**config.mk**
```make
export PLATFORM = sky130hd
export DESIGN_NAME = gtx_comp_fiber_tx_framer
export DESIGN_NICKNAME = d
export VERILOG_FILES = /design/src/rtl/gtx_comp_fiber_tx_framer.sv
export SDC_FILE = /design/constraint.sdc
export NUM_CORES = 1
export LEC_CHECK = 0
export ABC_AREA = 1
export CAP_MARGIN = 20
export CORE_AREA = 2 2 110 112
export CTS_CLUSTER_SIZE = 40
export DETAILED_ROUTE_END_ITERATION = 10
export DIE_AREA = 0 0 112 114
export PLACE_DENSITY = 0.65
export SLEW_MARGIN = 30
export SYNTH_ARGS = -nofsm -noshare
export SYNTH_HDL_FRONTEND = slang
export SYNTH_SLANG_ARGS = --single-unit
```
**constraint.sdc**
```tcl
create_clock -name clock_4x -period 1.8 [get_ports clock_4x]
set_clock_uncertainty 0.1 [all_clocks]
set_input_delay 0.36 -clock clock_4x [delete_from_list [all_inputs] [get_ports clock_4x]]
set_output_delay 0.36 -clock clock_4x [all_outputs]
set_load 0.05 [all_outputs]
```
**src/rtl/gtx_comp_fiber_tx_framer.sv**
```systemverilog
// gtx_comp_fiber_tx_framer
//   Transmit-side framer for the comparator fiber link. Each bunch crossing
//   (four clock_4x cycles) one 48-bit comparator word is sent as a K-char
//   header followed by three 16-bit data words. Also generates the start
//   pattern after enable, the periodic latency marker (with resync and
//   forced-error suppression) and PRBS-15 test data.
//
// Ports
//   clock_4x     in   160 MHz TX user clock
//   rst_n        in   asynchronous active-low reset
//   tx_enable    in   1 = run link, 0 = idle frames
//   ttc_resync   in   restart marker count; next frame carries the marker
//   prbs_en      in   send PRBS-15 words instead of comparator data
//   force_error  in   pulse: suppress the next scheduled marker
//   comp_dat     in   comparator data, sampled when data_taken=1
//   data_taken   out  high on the cycle whose rising edge samples comp_dat
//   txdata       out  GTX TXDATA
//   txcharisk    out  GTX TXCHARISK ([0] = low byte is K)
//   tx_word_idx  out  index 0..3 of the word on txdata
//   tx_state     out  0 IDLE, 1 START, 2 RUN
//   marker_sent  out  high while the marker header is on txdata
module gtx_comp_fiber_tx_framer #(
    parameter int unsigned START_FRAMES  = 8,
    parameter logic [47:0] START_PATTERN = 48'h5555AAAA55AA,
    parameter int unsigned MARKER_PERIOD = 128,
    parameter logic [14:0] PRBS_SEED     = 15'h7FFF
) (
    input  logic        clock_4x,
    input  logic        rst_n,
    input  logic        tx_enable,
    input  logic        ttc_resync,
    input  logic        prbs_en,
    input  logic        force_error,
    input  logic [47:0] comp_dat,
    output logic        data_taken,
    output logic [15:0] txdata,
    output logic [1:0]  txcharisk,
    output logic [1:0]  tx_word_idx,
    output logic [1:0]  tx_state,
    output logic        marker_sent
);

    localparam int unsigned    MW         = $clog2(MARKER_PERIOD);
    localparam int unsigned    SCW        = $clog2(START_FRAMES) + 1;
    localparam logic [SCW-1:0] START_LAST = SCW'(START_FRAMES - 1);
    localparam logic [15:0]    HDR_COMMA  = 16'h50BC;
    localparam logic [15:0]    HDR_MARKER = 16'h50FC;

    typedef enum logic [1:0] {
        ST_IDLE  = 2'd0,
        ST_START = 2'd1,
        ST_RUN   = 2'd2
    } state_t;

    // 16 PRBS-15 steps (x^15+x^14+1); first generated bit lands in the MSB.
    // Returns {word, next_state}.
    function automatic logic [30:0] prbs16(input logic [14:0] seed);
        logic [14:0] s;
        logic [15:0] w;
        logic        fb;
        s = seed;
        w = '0;
        for (int unsigned i = 0; i < 16; i++) begin
            fb = s[14] ^ s[13];
            s  = {s[13:0], fb};
            w  = {w[14:0], fb};
        end
        return {w, s};
    endfunction

    function automatic logic [15:0] word_sel(input logic [47:0] d, input logic [1:0] p);
        case (p)
            2'd0:    return d[15:0];
            2'd1:    return d[31:16];
            default: return d[47:32];
        endcase
    endfunction

    logic [1:0]     ph_q, ph_d;
    state_t         state_q, state_d;
    logic [SCW-1:0] scnt_q, scnt_d;
    logic [MW-1:0]  mcnt_q, mcnt_d, mcnt_used;
    logic           resync_q, resync_d;
    logic           ferr_q, ferr_d;
    logic [47:0]    hold_q, hold_d;
    logic [14:0]    lfsr_q, lfsr_d, lfsr_base;
    logic           prbs_en_q, prbs_en_d;
    logic [30:0]    prbs_next;
    logic [15:0]    txdata_q, txdata_d;
    logic [1:0]     txk_q, txk_d;
    logic           mark_q, mark_d;
    logic           due;

    always_comb begin
        ph_d      = ph_q + 2'd1;
        state_d   = state_q;
        scnt_d    = scnt_q;
        mcnt_d    = mcnt_q;
        resync_d  = resync_q | ttc_resync;
        ferr_d    = ferr_q | force_error;
        hold_d    = hold_q;
        prbs_en_d = prbs_en;
        // A rising prbs_en restarts the sequence from the seed on this edge.
        lfsr_base = (prbs_en && !prbs_en_q) ? PRBS_SEED : lfsr_q;
        prbs_next = prbs16(lfsr_base);
        lfsr_d    = lfsr_base;
        txdata_d  = txdata_q;
        txk_d     = txk_q;
        mark_d    = 1'b0;
        mcnt_used = resync_d ? '0 : mcnt_q;
        due       = 1'b0;

        if (ph_q == 2'd3) begin
            // Frame boundary: capture data, pick state and header of next frame.
            hold_d = comp_dat;
            if (!tx_enable) begin
                state_d = ST_IDLE;
            end else begin
                case (state_q)
                    ST_IDLE: begin
                        state_d = ST_START;
                        scnt_d  = '0;
                    end
                    ST_START: begin
                        if (scnt_q == START_LAST) state_d = ST_RUN;
                        else                      scnt_d  = scnt_q + SCW'(1);
                    end
                    default: state_d = ST_RUN;
                endcase
            end
            mcnt_d   = mcnt_used + MW'(1);
            resync_d = 1'b0;
            due      = (mcnt_used == '0) && (state_d == ST_RUN);
            if (due) ferr_d = 1'b0;
            mark_d   = due && !(ferr_q | force_error);
            txdata_d = mark_d ? HDR_MARKER : HDR_COMMA;
            txk_d    = 2'b01;
        end else begin
            txk_d = 2'b00;
            case (state_q)
                ST_START: txdata_d = word_sel(START_PATTERN, ph_q);
                ST_RUN: begin
                    if (prbs_en) begin
                        txdata_d = prbs_next[30:15];
                        lfsr_d   = prbs_next[14:0];
                    end else begin
                        txdata_d = word_sel(hold_q, ph_q);
                    end
                end
                default: txdata_d = '0;
            endcase
        end
    end

    always_ff @(posedge clock_4x or negedge rst_n) begin
        if (!rst_n) begin
            ph_q      <= '0;
            state_q   <= ST_IDLE;
            scnt_q    <= '0;
            mcnt_q    <= '0;
            resync_q  <= 1'b0;
            ferr_q    <= 1'b0;
            hold_q    <= '0;
            lfsr_q    <= PRBS_SEED;
            prbs_en_q <= 1'b0;
            txdata_q  <= HDR_COMMA;
            txk_q     <= 2'b01;
            mark_q    <= 1'b0;
        end else begin
            ph_q      <= ph_d;
            state_q   <= state_d;
            scnt_q    <= scnt_d;
            mcnt_q    <= mcnt_d;
            resync_q  <= resync_d;
            ferr_q    <= ferr_d;
            hold_q    <= hold_d;
            lfsr_q    <= lfsr_d;
            prbs_en_q <= prbs_en_d;
            txdata_q  <= txdata_d;
            txk_q     <= txk_d;
            mark_q    <= mark_d;
        end
    end

    assign data_taken  = (ph_q == 2'd3);
    assign txdata      = txdata_q;
    assign txcharisk   = txk_q;
    assign tx_word_idx = ph_q;
    assign tx_state    = state_q;
    assign marker_sent = mark_q;

endmodule
```
==> run metrics, run 1 <==
status=completed; multiplexer share of the synthesized area=0%; FF+latch count, synth=99; Synth warnings=0; Worst path max stage delay=0.43 ns; Die Ht=114 um; Max-cap violations=0; gr usage total=19.6%; Worst Reg2Reg Path Length in Cells=9; ys flop type=dfrtp_1; final net count=778; cell area power density=968 nW/um^2; Antenna diodes=0; Core Area=11700 um^2; DR WL/cell=13.8 um; nature of the critical path startpoint=flop; final instance area=6560 um^2; post-route ant nets=0; # DRC=0; Setup crit end kind=primary output; Mapped Nets=669; Min-Delay Path Class=flop to flop; final setup fails=0; 1st-iter DRT viols=149; Port Buffers=76; first-pass GRT wire length=20.0 mm; final worst setup slack=0.0142 ns; placed inst area=6100 um^2; worst reg2reg setup slack=0.09 ns; Reg-to-Reg Start=tx_word_idx[0]$_DFF_PN0_; Rows=40; GR Util met3=3.08%; P&R area growth vs syn=34.5%; Post-Synth Simple-Gate Area=24.4%; pre-CTS WS=-0.272 ns; Gate Count Post-Synth=605; global-route track usage on met1=25.6%; first drt pass iteration count=4; post-synthesis compound-gate area fraction=11.6%; Seq/Total Area, Yosys=51.4%; RSZ-0062 raised after global routing=true; Initial Util=41.6%; CP Cell Sequence=buf_6, ha_4, buf_12, buf_12; Placed Cells=844; grt met2 use=33.4%; vias=4193; Max Fclk=560 MHz; RR Endpoint=lfsr_q[13]$_DFF_PN1_; Reg clk slew, reported paths=0.06 ns; Die Wd=112 um; RD Place Congestion=0.846; htree depth=3; Final Hold Fails=0; vias in the first global route=4261; initial antenna violation count=0; Period minus WS final=1.79 ns; Worst Min Path Start=hold_q[36]$_DFFE_PN0P_; CP most frequent cell=buf_12; final slew viol count=0; Clk Latency, worst-skew pair=0.35 ns; GRT busiest layer=met2; utilization of the core after routing=56.0%; layout cells sized above 1=21.8%; clk buf depth=2; maximum VDD drop=0.717 mV; asr flop ratio synth=100%; Hold EP=hold_q[36]$_DFFE_PN0P_; largest fanout on the critical path=3; Die ar.=12800 um^2; root buf cell=clkbuf_16; CTS buffer count=9; Final TNS setup=0 ns; Mapped Area=4870 um^2; final period utilization=99.2%; vias per cell=4.84; Leakage Power=3.21 nW; Distinct cells, synth=35; CP max stage cell=dfrtp_2; dominant combinational cell family by area after synthesis=simple AND/OR/NAND/NOR gates; Worst EP arrival=1.33 ns; fillers=1115; xor/xnor cell area share of the yosys netlist=1.26%; GRT overflow=0; Avg Synthesized Cell Area=8.06 um^2; IO Count=78; final WL=11.9 mm; CTS Sinks=99; critical path class=flop to primary output; Post-synth EDFFs=0; largest net degree at the start of global routing=39; hold slack=0.369 ns; Final HPWL DP=8.98 mm; Pwr Total=6.34 mW; hold path depth=2; CP Data Required Time=1.34 ns; post-synthesis adder-cell area fraction=2.57%; TritonCTS clock tree=built; fin cells=866
==> where the power goes <==
part / leakage (nW) / total, mW / switching, mW / internal (mW)
Sequential: 1.16 / 2.70 / 0.152 / 2.55
Clock: 0.147 / 1.96 / 0.808 / 1.15
Combinational: 1.90 / 1.68 / 0.975 / 0.702
==> worst max-delay path: cells and delay by family (launching register included) <==
| kind | cells | cell delay [ns] |
|---|---|---|
| fa+ha+maj | 1 | 0.17 |
| buf+inv | 3 | 0.38 |
| flops | 1 | 0.43 |
==> layout make-up <==
| type | instances | area (um^2) | area share, % |
|---|---|---|---|
| Clock buffer | 14 | 264 | 4.03 |
| Inverter | 69 | 269 | 4.10 |
| Multi-Input combinational cell | 410 | 2030 | 31.0 |
| Clock inverter | 2 | 35.0 | 0.534 |
| Tap cell | 147 | 184 | 2.81 |
| Timing Repair Buffer | 125 | 1260 | 19.2 |
| Sequential cell | 99 | 2510 | 38.3 |
==> cells by family (layout without fill, tap and decap cells) <==
logic type / count (synthesis) / count (layout)
other: 1 / 1
AO/OA/AOI/OAI: 103 / 103
AND/OR/NAND/NOR: 289 / 289
adder cells (fa/ha/maj): 10 / 10
XOR/XNOR: 7 / 7
buffers and inverters: 96 / 210
flip-flops: 99 / 99
==> routing by layer <==
layer	wire length, um	share of wire (%)
met2	5840	49
met1	5440	46
met4	239	2.0
met3	405	3.4
met5	0	0
==> registers in the layout, summed over array words and instances (netlist names) <==
signal,cells
tx_state,2
scnt_q,4
lfsr_q,15
tx_word_idx,2
txdata,16
txcharisk,1
ferr_q,1
mcnt_q,7
marker_sent,1
resync_q,1
prbs_en_q,1
hold_q,48
==> how the worst max path moves through the flow <==
stage	from	endpoint	slack (ns)	cells past startpoint
6_report	tx_word_idx[0]$_DFF_PN0_	data_taken	0.01	4
3_3_place_gp	prbs_en	txdata[9]$_DFF_PN0_	-0.25	9
3_5_place_dp	prbs_en	txdata[8]$_DFF_PN0_	-0.27	9
5_1_grt	tx_word_idx[0]$_DFF_PN0_	txdata[4]$_DFF_PN1_	-0.03	10
2_1_floorplan	tx_word_idx[1]$_DFF_PN0_	txdata[12]$_DFF_PN1_	0.02	11
4_1_cts	tx_word_idx[0]$_DFF_PN0_	data_taken	-0.001	4
==> synthesized netlist by cell type, types with 8 or more instances <==
cell type    n  share of area, %
dfstp_2     23                12
dfrtp_1     76                39
nand2_1    231                18
inv_2        9              0.69
clkbuf_1     8              0.62
o21ai_0     38               3.9
a21oi_1     30               3.1
buf_2       11               1.1
inv_1       59               4.5
ha_1        10               2.6
a31oi_1     10               1.3
o21ai_1     17               1.7
nor2_1      15               1.2
nand3_1     21               2.2
==> what timing repair did <==
action,in CTS,in global routing
setup endpoints to repair,1,33
pin swaps,1,3
endpoints found under the hold margin,22,0
gates resized for setup,7,31
hold buffers,1,0
setup buffers,4,1
==> cells in the final DEF, fill, tap and decap left out, drive strengths merged <==
cell,netlist,routed
a31oi,11,11
nor2,23,23
nor3b,1,1
nor3,3,3
ha,10,10
o221ai,1,1
o21bai,1,1
or2,1,1
inv,69,69
dfstp,23,23
bufinv,0,1
buf,19,72
dfrtp,76,76
xor2,3,3
nand4,2,2
o31ai,1,1
dlygate4sd3,0,1
nand2,235,235
clkbuf,8,14
clkdlybuf4s50,0,52
a21oi,30,30
xnor2,4,4
conb,1,1
nor4,1,1
nand3,23,23
clkinv,0,1
a22oi,1,1
o211ai,3,3
o21ai,55,55
Power figures use the tool's default switching activity.
==> inputs of run 2 (changes only) <==
--- a/config.mk
+++ b/config.mk
@@ -6,7 +6,6 @@
 export NUM_CORES = 1
 export LEC_CHECK = 0
 export ABC_AREA = 1
-export CAP_MARGIN = 20
 export CORE_AREA = 2 2 110 112
 export CTS_CLUSTER_SIZE = 40
 export DETAILED_ROUTE_END_ITERATION = 10
==> results of run 2 <==
Final layout, timing and power as in run 1 (identical DEF).
==> inputs of run 3 (changes only) <==
--- a/config.mk
+++ b/config.mk
@@ -6,6 +6,7 @@
 export NUM_CORES = 1
 export LEC_CHECK = 0
 export ABC_AREA = 1
+export CAP_MARGIN = 25
 export CORE_AREA = 2 2 110 112
 export CTS_CLUSTER_SIZE = 40
 export DETAILED_ROUTE_END_ITERATION = 10
==> results of run 3 <==
Final layout, timing and power as in run 1 (identical DEF).
